--- src/rtl/jstk_pkg.sv ---
// Shared definitions for the joystick SPI poller: FSM encoding, byte layout of the
// joystick reply, command prefix and direction flag positions.
package jstk_pkg;

  typedef enum logic [2:0] {
    StIdle,
    StSetup,
    StShift,
    StGap,
    StDone
  } state_e;

  localparam int unsigned X_LO = 0;
  localparam int unsigned X_HI = 1;
  localparam int unsigned Y_LO = 2;
  localparam int unsigned Y_HI = 3;
  localparam int unsigned BTN  = 4;

  localparam logic [5:0] CMD_PREFIX = 6'b100000;

  localparam int unsigned DIR_UP    = 3;
  localparam int unsigned DIR_DOWN  = 2;
  localparam int unsigned DIR_LEFT  = 1;
  localparam int unsigned DIR_RIGHT = 0;

  function automatic logic [7:0] make_cmd(input logic [1:0] led);
    return {CMD_PREFIX, led};
  endfunction

endpackage

--- src/rtl/jstk_spi_poller_if.sv ---
// SPI pin bundle between the poller (master) and the joystick (slave).
interface jstk_spi_poller_if;
  logic sclk;
  logic mosi;
  logic cs;
  logic miso;

  modport master (output sclk, output mosi, output cs, input miso);
  modport slave  (input sclk, input mosi, input cs, output miso);
endinterface

--- src/rtl/spi_byte_shifter.sv ---
// One mode-0 SPI byte: CLK_DIV clk cycles per SCLK half-period, MSB first,
// MISO captured on the edge where SCLK rises.
module spi_byte_shifter #(
  parameter int unsigned CLK_DIV = 50
) (
  input  logic       clk,
  input  logic       rst,
  input  logic       go,
  input  logic [7:0] tx_byte,
  input  logic       miso,
  output logic       done,
  output logic [7:0] rx_byte,
  output logic       sclk,
  output logic       mosi
);

  localparam int unsigned DivW = (CLK_DIV > 1) ? $clog2(CLK_DIV) : 1;
  localparam logic [DivW-1:0] DivLast = DivW'(CLK_DIV - 1);

  logic            active_q;
  logic            sclk_q;
  logic            mosi_q;
  logic [DivW-1:0] div_q;
  logic [2:0]      bit_q;
  logic [7:0]      tx_q;
  logic [7:0]      rx_q;
  logic            phase_end;

  assign phase_end = active_q && (div_q == DivLast);
  // Last cycle of bit 7's high phase; rx_q already holds the whole byte.
  assign done      = phase_end && sclk_q && (bit_q == 3'd7);
  assign rx_byte   = rx_q;
  assign sclk      = sclk_q;
  assign mosi      = mosi_q;

  always_ff @(posedge clk) begin
    if (rst) begin
      active_q <= 1'b0;
      sclk_q   <= 1'b0;
      mosi_q   <= 1'b0;
      div_q    <= '0;
      bit_q    <= '0;
      tx_q     <= '0;
      rx_q     <= '0;
    end else if (go) begin
      // A go coinciding with done chains straight into the next byte.
      active_q <= 1'b1;
      sclk_q   <= 1'b0;
      mosi_q   <= tx_byte[7];
      div_q    <= '0;
      bit_q    <= '0;
      tx_q     <= {tx_byte[6:0], 1'b0};
    end else if (active_q) begin
      if (phase_end) begin
        div_q <= '0;
        if (!sclk_q) begin
          sclk_q <= 1'b1;
          rx_q   <= {rx_q[6:0], miso};
        end else begin
          sclk_q <= 1'b0;
          if (bit_q == 3'd7) begin
            active_q <= 1'b0;
            mosi_q   <= 1'b0;
          end else begin
            bit_q  <= bit_q + 3'd1;
            mosi_q <= tx_q[7];
            tx_q   <= {tx_q[6:0], 1'b0};
          end
        end
      end else begin
        div_q <= div_q + DivW'(1);
      end
    end
  end

endmodule

--- src/rtl/jstk_spi_poller.sv ---
// Periodic SPI poller for a two-axis joystick: frames the transaction with CS,
// decodes position/buttons and derives dead-zone direction flags.
module jstk_spi_poller
  import jstk_pkg::*;
#(
  parameter int unsigned CLK_DIV     = 50,
  parameter int unsigned NUM_BYTES   = 5,
  parameter int unsigned DATA_W      = 10,
  parameter int unsigned CENTER      = 512,
  parameter int unsigned THRESH      = 100,
  parameter int unsigned CS_SETUP    = 1500,
  parameter int unsigned BYTE_GAP    = 1000,
  parameter int unsigned POLL_PERIOD = 1_000_000
) (
  input  logic              clk,
  input  logic              rst,
  input  logic              enable,
  input  logic              start,
  input  logic [1:0]        led_cmd,
  jstk_spi_poller_if.master spi,
  output logic [DATA_W-1:0] x_pos,
  output logic [DATA_W-1:0] y_pos,
  output logic [2:0]        buttons,
  output logic [3:0]        dir,
  output logic              move_detect,
  output logic              sample_valid,
  output logic              busy
);

  localparam int unsigned CntMax = (CS_SETUP > BYTE_GAP) ? CS_SETUP : BYTE_GAP;
  localparam int unsigned CntW   = $clog2(CntMax + 1);
  localparam int unsigned ByteW  = $clog2(NUM_BYTES);
  localparam int unsigned PollW  = (POLL_PERIOD > 1) ? $clog2(POLL_PERIOD) : 1;

  localparam logic [CntW-1:0]   SetupLast = CntW'(CS_SETUP - 1);
  localparam logic [CntW-1:0]   GapLast   = CntW'((BYTE_GAP > 0) ? BYTE_GAP - 1 : 0);
  localparam logic [ByteW-1:0]  LastByte  = ByteW'(NUM_BYTES - 1);
  localparam logic [PollW-1:0]  PollLast  = PollW'(POLL_PERIOD - 1);
  localparam logic [DATA_W:0]   ThrHi     = (DATA_W + 1)'(CENTER + THRESH);
  localparam logic [DATA_W:0]   ThrLo     = (DATA_W + 1)'(CENTER - THRESH);

  state_e            state_q, state_d;
  logic [CntW-1:0]   cnt_q, cnt_d;
  logic [ByteW-1:0]  byte_q, byte_d;
  logic [PollW-1:0]  poll_q, poll_d;
  logic [1:0]        led_q;
  logic [7:0]        rx_store_q [5];
  logic [7:0]        rx_view [5];

  logic              cs_q, cs_d;
  logic              busy_q, busy_d;
  logic              valid_q, valid_d;
  logic [DATA_W-1:0] x_q, x_d, y_q, y_d, x_new, y_new;
  logic [2:0]        btn_q, btn_d;
  logic [3:0]        dir_q, dir_d, dir_new;
  logic              move_q, move_d;

  logic              accept, fin, go;
  logic [7:0]        tx_byte;
  logic              sh_done, sh_sclk, sh_mosi;
  logic [7:0]        sh_rx;

  assign accept = (state_q == StIdle) && (start || (enable && (poll_q == PollLast)));
  assign fin    = (state_q == StShift) && sh_done && (byte_q == LastByte);

  spi_byte_shifter #(
    .CLK_DIV (CLK_DIV)
  ) u_shifter (
    .clk     (clk),
    .rst     (rst),
    .go      (go),
    .tx_byte (tx_byte),
    .miso    (spi.miso),
    .done    (sh_done),
    .rx_byte (sh_rx),
    .sclk    (sh_sclk),
    .mosi    (sh_mosi)
  );

  // State register.
  always_ff @(posedge clk) begin
    if (rst) begin
      state_q <= StIdle;
      cnt_q   <= '0;
      byte_q  <= '0;
      poll_q  <= '0;
    end else begin
      state_q <= state_d;
      cnt_q   <= cnt_d;
      byte_q  <= byte_d;
      poll_q  <= poll_d;
    end
  end

  // Next-state logic.
  always_comb begin
    state_d = state_q;
    cnt_d   = cnt_q;
    byte_d  = byte_q;
    poll_d  = poll_q;
    if (enable) begin
      poll_d = (poll_q == PollLast) ? '0 : poll_q + PollW'(1);
    end
    unique case (state_q)
      StIdle: begin
        if (accept) begin
          state_d = StSetup;
          cnt_d   = '0;
          byte_d  = '0;
          poll_d  = '0;
        end
      end
      StSetup: begin
        if (cnt_q == SetupLast) state_d = StShift;
        else                    cnt_d   = cnt_q + CntW'(1);
      end
      StShift: begin
        if (sh_done) begin
          if (byte_q == LastByte) begin
            state_d = StDone;
          end else begin
            byte_d = byte_q + ByteW'(1);
            if (BYTE_GAP != 0) begin
              state_d = StGap;
              cnt_d   = '0;
            end
          end
        end
      end
      StGap: begin
        if (cnt_q == GapLast) state_d = StShift;
        else                  cnt_d   = cnt_q + CntW'(1);
      end
      StDone:  state_d = StIdle;
      default: state_d = StIdle;
    endcase
  end

  // Reply bytes as seen this cycle, including the byte finishing right now.
  always_comb begin
    for (int i = 0; i < 5; i++) begin
      rx_view[i] = (sh_done && (byte_q == ByteW'(i))) ? sh_rx : rx_store_q[i];
    end
  end

  assign x_new = DATA_W'({rx_view[X_HI][1:0], rx_view[X_LO]});
  assign y_new = DATA_W'({rx_view[Y_HI][1:0], rx_view[Y_LO]});

  always_comb begin
    dir_new            = '0;
    dir_new[DIR_RIGHT] = {1'b0, x_new} > ThrHi;
    dir_new[DIR_LEFT]  = {1'b0, x_new} < ThrLo;
    dir_new[DIR_UP]    = {1'b0, y_new} > ThrHi;
    dir_new[DIR_DOWN]  = {1'b0, y_new} < ThrLo;
  end

  // Output logic: shifter launch plus next values of the registered outputs.
  always_comb begin
    go      = ((state_q == StSetup) && (cnt_q == SetupLast)) ||
              ((state_q == StGap) && (cnt_q == GapLast)) ||
              ((state_q == StShift) && sh_done && (byte_q != LastByte) && (BYTE_GAP == 0));
    // Byte 0 is only ever launched from setup; every later byte is zero.
    tx_byte = (state_q == StSetup) ? make_cmd(led_q) : 8'h00;
    cs_d    = cs_q;
    busy_d  = busy_q;
    valid_d = 1'b0;
    x_d     = x_q;
    y_d     = y_q;
    btn_d   = btn_q;
    dir_d   = dir_q;
    move_d  = move_q;
    if (accept) begin
      cs_d   = 1'b0;
      busy_d = 1'b1;
    end
    if (fin) begin
      cs_d    = 1'b1;
      busy_d  = 1'b0;
      valid_d = 1'b1;
      x_d     = x_new;
      y_d     = y_new;
      btn_d   = rx_view[BTN][2:0];
      dir_d   = dir_new;
      move_d  = |dir_new;
    end
  end

  always_ff @(posedge clk) begin
    if (rst) begin
      cs_q    <= 1'b1;
      busy_q  <= 1'b0;
      valid_q <= 1'b0;
      x_q     <= DATA_W'(CENTER);
      y_q     <= DATA_W'(CENTER);
      btn_q   <= '0;
      dir_q   <= '0;
      move_q  <= 1'b0;
      led_q   <= '0;
      for (int i = 0; i < 5; i++) rx_store_q[i] <= '0;
    end else begin
      cs_q    <= cs_d;
      busy_q  <= busy_d;
      valid_q <= valid_d;
      x_q     <= x_d;
      y_q     <= y_d;
      btn_q   <= btn_d;
      dir_q   <= dir_d;
      move_q  <= move_d;
      if (accept) led_q <= led_cmd;
      for (int i = 0; i < 5; i++) rx_store_q[i] <= rx_view[i];
    end
  end

  assign spi.cs       = cs_q;
  assign spi.sclk     = sh_sclk;
  assign spi.mosi     = sh_mosi;
  assign x_pos        = x_q;
  assign y_pos        = y_q;
  assign buttons      = btn_q;
  assign dir          = dir_q;
  assign move_detect  = move_q;
  assign sample_valid = valid_q;
  assign busy         = busy_q;

endmodule

--- src/flat_wrapper.sv ---
// flat-port wrapper written by rule: the top's interface ports become plain ports
module jstk_spi_poller_flat import jstk_pkg::*;
#(
  parameter int unsigned CLK_DIV     = 50,
  parameter int unsigned NUM_BYTES   = 5,
  parameter int unsigned DATA_W      = 10,
  parameter int unsigned CENTER      = 512,
  parameter int unsigned THRESH      = 100,
  parameter int unsigned CS_SETUP    = 1500,
  parameter int unsigned BYTE_GAP    = 1000,
  parameter int unsigned POLL_PERIOD = 1_000_000
)
  (clk, rst, enable, start, led_cmd, x_pos, y_pos, buttons, dir, move_detect, sample_valid, busy, spi_sclk, spi_mosi, spi_cs, spi_miso);
  jstk_spi_poller_if spi_i ();
  input  logic clk;
  input  logic rst;
  input  logic enable;
  input  logic start;
  input  logic [1:0] led_cmd;
  output logic [DATA_W-1:0] x_pos;
  output logic [DATA_W-1:0] y_pos;
  output logic [2:0] buttons;
  output logic [3:0] dir;
  output logic move_detect;
  output logic sample_valid;
  output logic busy;
  output wire logic [$bits(spi_i.sclk)-1:0] spi_sclk;
  output wire logic [$bits(spi_i.mosi)-1:0] spi_mosi;
  output wire logic [$bits(spi_i.cs)-1:0] spi_cs;
  input wire logic [$bits(spi_i.miso)-1:0] spi_miso;
  assign spi_sclk = spi_i.sclk;
  assign spi_mosi = spi_i.mosi;
  assign spi_cs = spi_i.cs;
  assign spi_i.miso = spi_miso;
  jstk_spi_poller #(.CLK_DIV(CLK_DIV), .NUM_BYTES(NUM_BYTES), .DATA_W(DATA_W), .CENTER(CENTER), .THRESH(THRESH), .CS_SETUP(CS_SETUP), .BYTE_GAP(BYTE_GAP), .POLL_PERIOD(POLL_PERIOD)) u_core (.clk(clk), .rst(rst), .enable(enable), .start(start), .led_cmd(led_cmd), .spi(spi_i), .x_pos(x_pos), .y_pos(y_pos), .buttons(buttons), .dir(dir), .move_detect(move_detect), .sample_valid(sample_valid), .busy(busy));
endmodule
--- config.mk ---
export PLATFORM = sky130hd
export DESIGN_NAME = jstk_spi_poller_flat
export DESIGN_NICKNAME = d
export VERILOG_FILES = /design/src/rtl/jstk_pkg.sv /design/src/rtl/jstk_spi_poller_if.sv /design/src/rtl/spi_byte_shifter.sv /design/src/rtl/jstk_spi_poller.sv /design/src/flat_wrapper.sv
export SDC_FILE = /design/constraint.sdc
export NUM_CORES = 1
export LEC_CHECK = 0
export CAP_MARGIN = 15
export CORE_MARGIN = 3
export CORE_UTILIZATION = 42
export CTS_CLUSTER_SIZE = 28
export DETAILED_ROUTE_END_ITERATION = 10
export PLACE_DENSITY = 0.63
export SYNTH_ARGS = -nofsm -noshare
export SYNTH_HDL_FRONTEND = slang
export SYNTH_SLANG_ARGS = --single-unit
export TNS_END_PERCENT = 1
--- constraint.sdc ---
create_clock -name clk -period 2.4 [get_ports clk]
set_input_delay 0.24 -clock clk [delete_from_list [all_inputs] [get_ports clk]]
set_output_delay 0.24 -clock clk [all_outputs]
set_load 0.01 [all_outputs]
==> run_results.csv <==
group,metric,value,unit
status,status,"complete, no violations",
route,wire_per_inst,14.8,um
clocking,cts-root-buf,"clkbuf_16",
floorplan,coreArea,11700,um2
setup_path,r2r_cells,8,
sta,finClkSkew,0.00735,ns
clocking,cts.sinks,117,
route,drtIter0Drc,261,
floorplan,fp.dieW,117,um
placement,port_buffers,39,
setup_path,slowest_stage,"mux2i_2",
hold_path,hold_class,"in -> reg",
sta,finalHoldViolCount,0,
sta,max_freq,449,MHz
placement,place_congestion,0.803,
placement,dp_cells,743,
setup_path,timing.rr.start,"u_core.u_shifter.bit_q[0]",
route,drcViolationCount,0,
placement,place_area,5760,um2
clocking,postCtsHoldBufs,0,
synthesis,ys_seq_area_share,45.4,%
finish,final_cell_area,6390,um2
clocking,cts_max_level,4,
power_and_ir_drop,power,4710,uW
sta,slew_headroom,63.9,%
clocking,cts_buffers,17,
finish,layout.nets,638,
route,wl_met1,5.57,mm
synthesis,syn_nets,588,
setup_path,cpPeakStageDelay,0.39,ns
synthesis,async_flop_share,0,%
floorplan,die_area,13600,um2
setup_path,cp.depth,8,
floorplan,fp-row-count,39,
route,drt_wl_total,11.5,mm
global_route,grt_usage,18.3,%
synthesis,ys_types,58,
route,ant_nets,0,
global_route,grt_overflow,0,
route,vias,4198,
setup_path,path_delay_family,"simple AND/OR/NAND/NOR gates",
route,top_layer_used,"met4",
sta,period_share,92.8,%
power_and_ir_drop,p_per_area,737,nW/um2
setup_path,cp.arrival,2.52,ns
clocking,cts.clk_slew.worst_paths,0.06,ns
setup_path,cp-end-kind,"flop",
clocking,clockBufferDepth,2,
synthesis,synth_edf_count,0,
synthesis,syn_inst,570,
placement,dp_slack,0.0595,ns
route,routed-wl-met2,5.25,mm
global_route,grt_pass1_vias,4103,
synthesis,ys.flop_type,"dfxtp_1",
power_and_ir_drop,ir_drop,575,uV
power_and_ir_drop,power_leakage,0.00245,uW
sta,setup_ws,0.172,ns
setup_path,worstSetupStartpointType,"flop",
floorplan,dieHeight,117,um
setup_path,path_class,"reg -> reg",
clocking,cts_tree,"done",
finish,final_cells,776,
setup_path,path_buf_inv,0,
setup_path,crit_chain,"ha_1 -> ha_1 -> and4b_1 -> nand4_1 -> mux2i_2 -> and3_1 -> a211o_1 -> nand4_1",
floorplan,io_pins,40,
route,viasPerCell,5.41,
setup_path,critPathRequiredTime,2.69,ns
sta,setup_tns,0,ns
placement,hpwlAfterDp,8.10,mm
synthesis,syn_area,5160,um2
synthesis,yosysWarnings,0,
global_route,grt_pass1_wl,19.7,mm
setup_path,crit_start,"u_core.u_shifter.bit_q[0]",
route,met3_length,479,um
finish,drive_gt1_share,11.7,%
hold_path,hold_start,"rst",
global_route,antenna_found_initial,0,
finish,diodes,0,
sta,slew_viol_final,0,
setup_path,crit_fanout,5,
sta,min_period,2.23,ns
hold_path,whs_path_depth,2,
finish,syn2layout_area_growth,23.9,%
run,cap_violations,0,
sta,tightest_slew,0.541,ns
route,dr.pass1.iters,4,
synthesis,synth-seq-cells,117,
clocking,clock_latency,0.42,ns
sta,setup_viol,0,
global_route,grt_start_max_net_pins,52,
floorplan,floorplan.initialDensity,44.0,%
synthesis,synth.avg_cell_area,9.05,um2
area by class of cell:
class | count | area (um2)
clock buffer | 18 | 429
clock inverter | 14 | 178
fill | 1065 | 5320
inverter | 14 | 52.6
multi-input combinational | 411 | 2660
sequential | 117 | 2340
tap | 143 | 179
timing repair buffer | 59 | 552
cell usage in the layout, fill, tap and decap left out, drive strengths merged, types with 6 or more instances in the layout:
| cell type | n |
|---|---|
| nor2 | 100 |
| nor3 | 10 |
| dfxtp | 117 |
| nand4 | 12 |
| and3 | 8 |
| clkdlybuf4s50 | 38 |
| or4 | 9 |
| clkbuf | 18 |
| nand3 | 14 |
| and4 | 6 |
| a21oi | 24 |
| mux2i | 42 |
| a211oi | 18 |
| xor2 | 15 |
| o21ai | 20 |
| ha | 11 |
| nand2 | 38 |
| xnor2 | 9 |
| inv | 16 |
| buf | 21 |
path summary, 6_finish.rpt:
| path | endpoint | slack [ns] |
|---|---|---|
| worst max-delay path | u_core.move_detect | 0.17 |
| worst min-delay path | u_core.buttons[2] | 0.16 |
| worst max register to register | u_core.move_detect | 0.17 |
| worst min register to register | u_core.dir[1] | 0.45 |
cell families after synthesis:
| group | share of synthesized area [%] |
|---|---|
| AND/OR/NAND/NOR | 23.0 |
| XOR/XNOR | 4.08 |
| flip-flops | 45.4 |
| AO/OA/AOI/OAI | 12.1 |
| buffers and inverters | 3.57 |
| adder cells (fa/ha/maj) | 2.67 |
| multiplexers | 9.24 |
state kept, by name, summed over array words and instances (netlist names), 2 cells and up:
signal and cells:
u_core.rx_store_q 20, u_core.u_shifter.div_q 6, u_core.u_shifter.bit_q 3, u_core.dir 4, u_core.poll_q 20, u_core.u_shifter.rx_byte 8
u_core.u_shifter.tx_q 7, u_core.y_pos 10, u_core.cnt_q 11, u_core.buttons 3, u_core.byte_q 3, u_core.x_pos 10
u_core.led_q 2, u_core.state_q 3
layer usage:
layer / vias up / GRT usage (%)
met5: - / 0
met2: 67 / 27.6
met1: 1985 / 24.5
met3: 17 / 6.17
li1: 2129 / -
met4: 0 / 6.35
metrics by stage:
step	hold slack, ns	util, %
6_report	0.160	54.6
5_1_grt	0.180	54.6
4_1_cts	0.151	54.3
3_5_place_dp	0.443	49.2
3_3_place_gp	0.440	49.2
2_1_floorplan	0.375	-
synth_stat cells (5+ instances only):
master | number | area (um2)
a21oi_1 | 23 | 115
xnor2_1 | 9 | 78.8
nand2_1 | 38 | 143
nand4_1 | 12 | 75.1
inv_1 | 14 | 52.6
and3_1 | 8 | 50.1
o21ai_0 | 19 | 95.1
nand3_1 | 14 | 70.1
o21a_1 | 5 | 37.5
mux2i_1 | 42 | 420
nor2_1 | 100 | 375
nor3_1 | 10 | 50.1
or4_1 | 9 | 67.6
and4_1 | 6 | 52.6
mux2_2 | 5 | 56.3
ha_1 | 11 | 138
buf_2 | 8 | 40.0
o31ai_1 | 5 | 37.5
dfxtp_1 | 117 | 2340
xor2_1 | 15 | 131
or3_1 | 5 | 31.3
a211oi_1 | 18 | 135
nand2b_1 | 5 | 31.3
clkbuf_1 | 15 | 56.3
power breakdown:
part           internal (uW)  switching [uW]  total [uW]  leakage [uW]
sequential              1960            20.6        1980      0.000944
combinational           61.7            91.1         153       0.00123
clock                   1640             935        2570      0.000283
repair_timing:
action                                  in CTS  in global routing
buffers inserted                             0                  1
endpoints found under the setup margin       0                  9
resized for setup                            0                  6
(Power assumes the default switching activity.)
